===== config.mk =====
export PLATFORM = sky130hd
export DESIGN_NAME = sequence_receiver
export DESIGN_NICKNAME = d
export VERILOG_FILES = /design/src/rtl/sequence_receiver.sv
export SDC_FILE = /design/constraint.sdc
export NUM_CORES = 1
export LEC_CHECK = 0
export BUFFER_PORTS_ARGS = -buffer_cell sky130_fd_sc_hd__buf_2
export CAP_MARGIN = 20
export CORE_MARGIN = 3
export CORE_UTILIZATION = 53
export CTS_CLUSTER_SIZE = 25
export DETAILED_ROUTE_END_ITERATION = 6
export PLACE_DENSITY = 0.81
export REMOVE_ABC_BUFFERS = 1
export SYNTH_ARGS = -nofsm -noshare
export SYNTH_HDL_FRONTEND = slang
export SYNTH_SLANG_ARGS = --single-unit

===== constraint.sdc =====
create_clock -name clk -period 1.95 [get_ports clk]
set_input_delay 0.39 -clock clk [delete_from_list [all_inputs] [get_ports clk]]
set_output_delay 0.39 -clock clk [all_outputs]
set_load 0.1 [all_outputs]

===== src/rtl/sequence_receiver.sv =====
// Serial-to-parallel receiver: assembles DATA_WIDTH bits from ds into dout with a dv strobe.
// Optional match detector enabled by defining SEQ_RX_MATCH_EN.
module sequence_receiver #(
    parameter int                    DATA_WIDTH = 8,
    parameter bit                    MSB_FIRST  = 1'b1,
    parameter logic [DATA_WIDTH-1:0] MATCH_WORD = 8'h0F
) (
    input  logic                  clk,
    input  logic                  clr,
    input  logic                  en,
    input  logic                  sync,
    input  logic                  ds,
    output logic [DATA_WIDTH-1:0] dout,
    output logic                  dv,
    output logic                  busy,
    output logic                  resync,
    output logic                  match
);

    localparam int             CW       = $clog2(DATA_WIDTH);
    localparam logic [CW-1:0]  CNT_LAST = CW'(DATA_WIDTH - 1);
    localparam logic [CW-1:0]  CNT_ONE  = CW'(1);

    typedef enum logic {
        S_IDLE  = 1'b0,
        S_SHIFT = 1'b1
    } state_t;

    state_t                  state_q, state_d;
    logic [CW-1:0]           cnt_q, cnt_d;
    logic [DATA_WIDTH-1:0]   shreg_q, shreg_d;
    logic [DATA_WIDTH-1:0]   dout_q, dout_d;
    logic                    dv_q, dv_d;
    logic                    resync_q, resync_d;
    logic                    match_q, match_d;
    logic [DATA_WIDTH-1:0]   base;
    logic [DATA_WIDTH-1:0]   word;

    function automatic logic [DATA_WIDTH-1:0] shift_in(input logic [DATA_WIDTH-1:0] cur,
                                                       input logic b);
        if (MSB_FIRST)
            return {cur[DATA_WIDTH-2:0], b};
        else
            return {b, cur[DATA_WIDTH-1:1]};
    endfunction

    // A fresh frame (cnt==0 or a resync) starts from a cleared register.
    always_comb begin
        state_d  = state_q;
        cnt_d    = cnt_q;
        shreg_d  = shreg_q;
        dout_d   = dout_q;
        dv_d     = 1'b0;
        resync_d = 1'b0;
        match_d  = 1'b0;
        base     = (cnt_q == '0) ? '0 : shreg_q;
        word     = shift_in(base, ds);

        if (en) begin
            case (state_q)
                S_IDLE: begin
                    if (sync) begin
                        shreg_d = shift_in('0, ds);
                        cnt_d   = CNT_ONE;
                        state_d = S_SHIFT;
                    end
                end
                S_SHIFT: begin
                    if (sync && (cnt_q != '0)) begin
                        shreg_d  = shift_in('0, ds);
                        cnt_d    = CNT_ONE;
                        resync_d = 1'b1;
                    end else if (cnt_q == CNT_LAST) begin
                        shreg_d = word;
                        dout_d  = word;
                        dv_d    = 1'b1;
                        cnt_d   = '0;
`ifdef SEQ_RX_MATCH_EN
                        match_d = (word == MATCH_WORD);
`endif
                    end else begin
                        shreg_d = word;
                        cnt_d   = cnt_q + CNT_ONE;
                    end
                end
                default: state_d = S_IDLE;
            endcase
        end
    end

`ifndef SEQ_RX_MATCH_EN
    logic unused_match_word;
    assign unused_match_word = ^MATCH_WORD;
`endif

    always_ff @(posedge clk or posedge clr) begin
        if (clr) begin
            state_q  <= S_IDLE;
            cnt_q    <= '0;
            shreg_q  <= '0;
            dout_q   <= '0;
            dv_q     <= 1'b0;
            resync_q <= 1'b0;
            match_q  <= 1'b0;
        end else begin
            state_q  <= state_d;
            cnt_q    <= cnt_d;
            shreg_q  <= shreg_d;
            dout_q   <= dout_d;
            dv_q     <= dv_d;
            resync_q <= resync_d;
            match_q  <= match_d;
        end
    end

    assign dout   = dout_q;
    assign dv     = dv_q;
    assign resync = resync_q;
    assign match  = match_q;
    assign busy   = (state_q == S_SHIFT) && (cnt_q != '0);

endmodule


==> results of run 1 <==
[cells by family (layout without fill, tap and decap cells)]
| logic type | Yosys count | count (layout) |
|---|---|---|
| AND/OR/NAND/NOR | 19 | 19 |
| adder cells (fa/ha/maj) | 3 | 3 |
| buffers and inverters | 17 | 34 |
| flip-flops | 21 | 21 |
| multiplexers | 9 | 9 |
| AO/OA/AOI/OAI | 15 | 15 |
| other | 1 | 1 |
[through the flow]
stage               area [um2]  cells  worst slack (ps)  hold WS, ps  utilization
floorplan                  918     80              -120          367            -
global placement          1060    122               445          425        0.666
detailed placement        1060    122               360          431        0.666
CTS                       1090    126               104         89.3        0.682
global route              1090    126              31.6         91.4        0.682
finish                    1090    126               112         81.1        0.682
[sequential cells by signal, indices dropped and copies added, names as in the netlist]
name / cells
dv: 1
shreg_q: 7
cnt_q: 3
state_q: 1
dout: 8
resync: 1
[synthesized netlist by cell type, drive strengths merged]
cell type / number
dfrtp: 21
inv: 12
nand2: 11
a22o: 7
mux2i: 7
buf: 5
o21ai: 5
a21oi: 3
ha: 3
mux2: 2
nor2: 2
and2: 1
conb: 1
nand2b: 1
nand3: 1
nand4: 1
nor3b: 1
nor4bb: 1
[tightest hold or removal path: cells and delay by family]
family / cells / cell delay [ps]
buf+inv: 3 / 390
[layout make-up]
| class | instances | area (um2) |
|---|---|---|
| flip-flops and latches | 21 | 526 |
| fillers | 119 | 507 |
| multi-input cells | 47 | 348 |
| repair buffers | 18 | 113 |
| inverters | 12 | 45.0 |
| well taps | 24 | 30.0 |
| clock buffers | 4 | 26.3 |
[worst max-delay path by stage]
stage,start,endpoint,slack (ps),depth (start not counted)
floorplan,cnt_q[0],busy,-120,4
global placement,cnt_q[0],dout[7],440,7
detailed placement,cnt_q[0],dout[7],360,7
CTS,cnt_q[0],busy,100,5
global route,cnt_q[0],busy,30,5
finish,cnt_q[0],busy,110,5
[routing by layer]
layer | vias up | wire length, um | share of wire | track usage
met5 | - | 0 | 0 | 0
met4 | 0 | 20 | 0.013 | 0.0711
met3 | 2 | 57 | 0.036 | 0.0276
met2 | 12 | 777 | 0.50 | 0.255
met1 | 312 | 708 | 0.45 | 0.193
li1 | 314 | - | - | -
==> qor.txt, run 1 <==
Status: complete, no violations
Total CTS buffers: 3
DR WL/cell: 12.4 um
# IOs: 17
Antenna diode count: 0
Core Region: 1590 um2
DP HPWL: 1.18 mm
Reg2Reg Depth: 7
Crit-path slowest cell: dfrtp_1
Die Ht: 48.4 um
# hold bufs at CTS: 0
Final Hold Vio Count: 0
First-pass GRT wire length: 2.81 mm
GRT Total Usage: 0.153
Synth Area in Adders: 0.0393
Post-cts sizing count: 0
Via density: 5.08
Final setup violation count: 0
Antenna Nets Post-Route: 0
Die area: 2350 um2
DR vias: 640
Area leader, netlist: dfrtp_1
Initial antenna violation count: 0
Share of the synthesized area in the top cell type: 0.550
Max-cap violations: 0
Ys Warns: 0
Clock slew at reported path FFs: 120 ps
Avg Cell Area, Syn: 11.2 um2
CP Capture Type: output pin
Register area share after synthesis: 0.550
Worst Path Required: 1560 ps
Cell Area, Synth: 955 um2
Startpoint Class: flip-flop
Worst-path maximum fanout: 4
Tightest Hold Check Type: input pin to asynchronous set/reset pin
DRC viols: 0
Clock Tree Buf Depth: 2
Largest family of logic cells by synthesized area: compound AO/OA/AOI/OAI gates
Worst path bufs/invs: 2
Commonest non-fill, non-tap cell in the layout: dfrtp_1
H-tree levels: 1
Arrival time at the worst endpoint: 1450 ps
Most frequent cells in the layout: 21 x dfrtp_1, 14 x buf_2, 12 x inv_1
First DRT Iteration DRCs: 11
Largest net degree at the start of global routing: 22
Num Clock Sinks: 21
Compound-Gate Fraction of Synth Area: 0.114
Clock skew: 14.2 ps
Cell Rows: 14
Max Freq: 544 MHz
R2R Setup Slk: 330 ps
Syn-to-layout area delta: 13.9%
Critical path, cell by cell: inv_1, ha_1, nand2b_1, and2_1, buf_12
Setup Crit Path Kind: flip-flop to output pin
Die X: 48.4 um
Mapped Cells: 85
Mux cell area share after synthesis: 0.101
Fin crit period: 1840 ps
Yosys reg bits: 21
Final Wtd Congestion: 0.811
Post-Route WL: 1.56 mm
Max-slew violation count: 0
NumNets Final: 111
CTS Root Cell: clkbuf_4
CTS tree: built
Total grt overflow: 0
Setup Buffers After CTS: 0
TNS Setup: 0 ps
Number of global-route vias before repair: 634
Reg2reg start: cnt_q[0]
DRT Pass-1 Iters: 4
Post-synthesis simple-gate area fraction: 0.106
Layout cell share with drive strength beyond 1: 0.255
Top delay family on crit path: flip-flops
Ranking of synthesized cells by area: dfrtp_1 55%, mux2i_1 7.3%, a22o_1 6.4%, inv_1 4.7%, nand2_1 4.3%
R2r endpoint: dout[7]
Unique cell type count in the Yosys netlist: 23
Worst skew pair latency: 300 ps
RSZ-0062 raised after global routing: false
Period utilisation layout: 0.943
Port bufs: 15
Initial Utilization: 0.599
Crit path largest cell delay: 400 ps
XOR/XNOR share of the synthesized area: 0
Power of run 1 is not shown: default switching activity piles up to over one toggle a cycle in this logic, so the estimate is an artifact.
==> run 2: changes to the inputs <==
- RECOVER_POWER: default -> 50
==> run 2 against run 1 <==
  * Final cell count did not move
  * Largest cell class unchanged
  * Sequential share of layout area rose by 0.51 points
  * Highest routed layer unchanged
  * Die area did not move
  * Non-clock buffer count did not move
  * Register-to-register slack got worse by 130 ps
  * Fmax rose by 0.55%
==> qor.txt, run 2 (same netlist as run 1, synthesis figures left out) <==
Max-cap violations: 0 (unchanged)
Status: complete, no violations
Commonest non-fill, non-tap cell in the layout: dfrtp_1
Fin crit period: 1830 ps (-9.98 ps)
RSZ-0062 raised after global routing: false
Largest net degree at the start of global routing: 22 (unchanged)
Antenna diode count: 0 (unchanged)
Die Ht: 48.4 um (unchanged)
Post-cts sizing count: 0 (unchanged)
DR vias: 641 (+0.16%)
GRT Total Usage: 0.153 (unchanged)
DP HPWL: 1.18 mm (unchanged)
Total grt overflow: 0 (unchanged)
Hold path cells: 2
Final Hold Vio Count: 0 (unchanged)
# hold bufs at CTS: 0 (unchanged)
Clock slew at reported path FFs: 110 ps (about the same)
Core Region: 1590 um2 (unchanged)
Worst-path maximum fanout: 4 (unchanged)
Crit path largest cell delay: 400 ps (about the same)
Syn-to-layout area delta: 12.7%
Die X: 48.4 um (unchanged)
Die area: 2350 um2 (unchanged)
Setup Buffers After CTS: 0 (unchanged)
Tightest Pin Transition: 1070 ps
Worst Path Required: 1560 ps (about the same)
H-tree levels: 1 (unchanged)
DRT Pass-1 Iters: 4 (unchanged)
Crit-path slowest cell: dfrtp_1
Final setup violation count: 0 (unchanged)
CTS Root Cell: clkbuf_4
DRC viols: 0 (unchanged)
Antenna Nets Post-Route: 0 (unchanged)
CTS tree: built
# IOs: 17 (unchanged)
Layout cell share with drive strength beyond 1: 0.225 (-0.0294)
Initial antenna violation count: 0 (unchanged)
Number of global-route vias before repair: 634 (unchanged)
Clock skew: 13.3 ps (-0.858 ps)
Setup Crit Path Kind: flip-flop to output pin
Arrival time at the worst endpoint: 1440 ps (about the same)
Cell Rows: 14 (unchanged)
Period utilisation layout: 0.937 (-0.00512)
Slew HR: 0.286
Reg2Reg Depth: 6 (-1)
Fill count: 121 (+1.7%)
CP Capture Type: output pin
Via density: 5.09 (+0.16%)
Post-Route WL: 1.58 mm (+0.96%)
Initial Utilization: 0.599 (unchanged)
Total CTS buffers: 3 (unchanged)
Final core utilization: 0.675 (-0.00707)
Startpoint Class: flip-flop
Worst skew pair latency: 300 ps (about the same)
First DRT Iteration DRCs: 15 (+4)
Max Freq: 547 MHz (+0.55%)
Setup WS pre-CTS: 360 ps (unchanged)
Critical path, cell by cell: inv_1, ha_1, nand2b_1, and2_1, buf_12
Max-slew violation count: 0 (unchanged)
Max FFs per register: 8 (unchanged)
DR WL/cell: 12.5 um (+0.96%)
Final Wtd Congestion: 0.811 (unchanged)
Most frequent cells in the layout: 21 x dfrtp_1, 14 x buf_2, 12 x inv_1
Port bufs: 15 (unchanged)
Clock Tree Buf Depth: 2 (unchanged)
Tightest Hold Check Type: input pin to flip-flop
NumNets Final: 111 (unchanged)
Num Clock Sinks: 21 (unchanged)
Setup ws final: 122 ps (+9.98 ps)
First-pass GRT wire length: 2.81 mm (unchanged)
run 2: cell count changes in the layout (fill, tap and decap cells not counted), sizes merged:
cell	previous run	this run
buf	18	16
clkbuf	4	6
run 2: worst paths after layout:
path                                   end     start  slack, ps
worst max-delay path                  busy  cnt_q[0]        120
worst max register to register  shreg_q[1]  cnt_q[0]        200
worst min-delay path               dout[0]        ds        340
max in group asynchronous          dout[1]       clr        900
min in group asynchronous          dout[7]       clr        390
worst min register to register     dout[4]   dout[4]        520
run 2: area by class of cell:
type | instances | area (um2) | area share
clock buffer | 4 | 26.3 | 0.0244
timing repair buffer | 18 | 105 | 0.0977
sequential | 21 | 526 | 0.488
multi-input combinational | 47 | 344 | 0.320
tap | 24 | 30.0 | 0.0279
inverter | 12 | 45.0 | 0.0419
run 2: critical path: cells and delay by family, from the launching register on:
family                     cells  cell delay [ps]
buffers and inverters          2              240
and+or+nand+nor                2              300
adders and majority gates      1              190
DFF                            1              400
run 2: metal layers:
layer / GRT usage / share of wire
met5: 0 / 0
met4: 0.0711 / 0.013
met3: 0.0276 / 0.035
met2: 0.255 / 0.49
met1: 0.193 / 0.46
run 2: per-stage QoR:
step	instances	hold WS, ps	setup TNS, ps	area [um2]
after global routing	126	338	0	1080
after CTS	126	89.3	0	1090
after detailed placement	122	431	0	1060
after floorplan	80	367	-120	918
final	126	341	0	1080
after global placement	122	425	0	1060
Power of run 2 is left out for the same reason.
==> run 3: changes to the inputs <==
- CORE_MARGIN: 3 -> default
==> run 3 against run 2 <==
  * Global-route usage is 4.2 points higher
  * Die area is 16% lower
  * Clock-buffer cell count is 1 lower
  * Register-to-register slack better by 40 ps
  * Via count is 0.94% lower
  * Final cell count is 0.79% higher
  * Core utilization is 0.55 points higher
  * Clock skew is 11 ps lower
  * Flip-flop and latch count stayed put
  * Sequential share of layout area is 0.39 points lower
  * Critical path type unchanged
  * Largest cell class unchanged
==> qor.txt, run 3 (same netlist as run 1, synthesis figures left out) <==
# IOs: 17 (unchanged)
Tightest Hold Check Type: input pin to flip-flop
DRC viols: 0 (unchanged)
Initial antenna violation count: 0 (unchanged)
DP HPWL: 1.11 mm (-6.3%)
CTS Root Cell: clkbuf_4
Final setup violation count: 0 (unchanged)
Worst-path maximum fanout: 5 (+1)
Die area: 1970 um2 (-16%)
Most frequent cells in the layout: 21 x dfrtp_1, 14 x buf_2, 12 x inv_1
Slew HR: 0.294 (+0.00832)
First-pass GRT wire length: 2.73 mm (-3.0%)
Largest net degree at the start of global routing: 22 (unchanged)
Worst skew pair latency: 300 ps (about the same)
TNS Setup: 0 ps (unchanged)
Fill count: 127 (+5.0%)
Max FFs per register: 8 (unchanged)
Clock Tree Buf Depth: 2 (unchanged)
Final core utilization: 0.681 (+0.00550)
Final Wtd Congestion: 0.773 (-4.6%)
Max-slew violation count: 0 (unchanged)
Syn-to-layout area delta: 13.6%
Clock skew: 2.80 ps (-10.5 ps)
Multi-input logic area: 344 um2 (unchanged)
Total CTS buffers: 3 (unchanged)
RSZ-0062 raised after global routing: false
Antenna diode count: 0 (unchanged)
Final Hold Vio Count: 0 (unchanged)
Clock slew at reported path FFs: 110 ps (about the same)
Period utilisation layout: 0.942 (+0.00433)
Status: complete, no violations
Die Ht: 44.4 um (-8.3%)
Area occupied by registers: 526 um2 (unchanged)
Startpoint Class: flip-flop
Port bufs: 15 (unchanged)
Arrival time at the worst endpoint: 1450 ps (about the same)
H-tree levels: 1 (unchanged)
Max-cap violations: 0 (unchanged)
Tightest Pin Transition: 1060 ps (-12.5 ps)
Fin crit period: 1840 ps (+8.44 ps)
GRT Total Usage: 0.194 (+0.0418)
Via density: 5.00 (-1.7%)
Cell Rows: 14 (unchanged)
DR WL/cell: 12.1 um (-3.2%)
First DRT Iteration DRCs: 17 (+2)
Total grt overflow: 0 (unchanged)
Commonest non-fill, non-tap cell in the layout: dfrtp_1
DRT Pass-1 Iters: 4 (unchanged)
Worst Path Required: 1560 ps (about the same)
CP Capture Type: output pin
Setup Crit Path Kind: flip-flop to output pin
Post-Route WL: 1.54 mm (-2.4%)
DR vias: 635 (-0.94%)
CTS tree: built
Num Clock Sinks: 21 (unchanged)
Antenna Nets Post-Route: 0 (unchanged)
Post-cts sizing count: 0 (unchanged)
Max Freq: 545 MHz (-0.46%)
Number of global-route vias before repair: 634 (unchanged)
Initial Utilization: 0.599 (unchanged)
Core Region: 1590 um2 (unchanged)
NumNets Final: 112 (+0.90%)
Die X: 44.4 um (-8.3%)
Layout cell share with drive strength beyond 1: 0.243 (+0.0172)
## run 3: changes by cell type in the layout (fill, tap and decap cells not counted), sizes merged
cell | before | now
clkinv | 0 | 1
## run 3: worst paths after layout
kind / startpoint / end / slack, ps / cells past startpoint
worst max-delay path: cnt_q[1] / busy / 110 / 5
worst min-delay path: ds / shreg_q[0] / 330 / 2
worst max register to register: cnt_q[1] / shreg_q[3] / 240 / 6
worst min register to register: dout[0] / dout[0] / 510 / 1
max in group asynchronous: clr / cnt_q[0] / 930 / 3
min in group asynchronous: clr / dout[7] / 390 / 3
## run 3: routing by layer
layer / part of all wire / GRT usage / vias to the layer above
met1: 0.41 / 0.244 / 302
met4: 0.018 / 0.0909 / 0
met5: 0 / 0 / -
li1: - / - / 315
met3: 0.045 / 0.0367 / 3
met2: 0.52 / 0.324 / 15
## run 3: final cells by class
cell class / instances / area share
repair buffers: 19 / 0.104
clock buffers: 3 / 0.0208
flip-flops and latches: 21 / 0.484
well taps: 24 / 0.0277
multi-input cells: 47 / 0.317
inverters: 12 / 0.0415
clock inverters: 1 / 0.00461
## run 3: metrics by stage
step | cell area, um2 | hold WS [ps] | std cells | setup WS [ps]
2_1_floorplan | 918 | 367 | 80 | -120
3_3_place_gp | 1060 | 428 | 122 | 444
3_5_place_dp | 1060 | 433 | 122 | 411
4_1_cts | 1090 | 89.0 | 126 | 62.7
5_1_grt | 1080 | 314 | 127 | 29.6
6_report | 1080 | 327 | 127 | 114
## run 3: timing repair
action | 4_1_cts | 5_1_grt
buffers inserted | 0 | 1
hold buffers | 0 | 0
endpoints found under the setup margin | 0 | 1
## run 3: critical path: stages, from the launching register on
cell	delay, ps
dfrtp_1	390
inv_1	60
ha_1	170
nand2b_1	150
and2_1	200
buf_12	180
Power of run 3 is left out for the same reason.
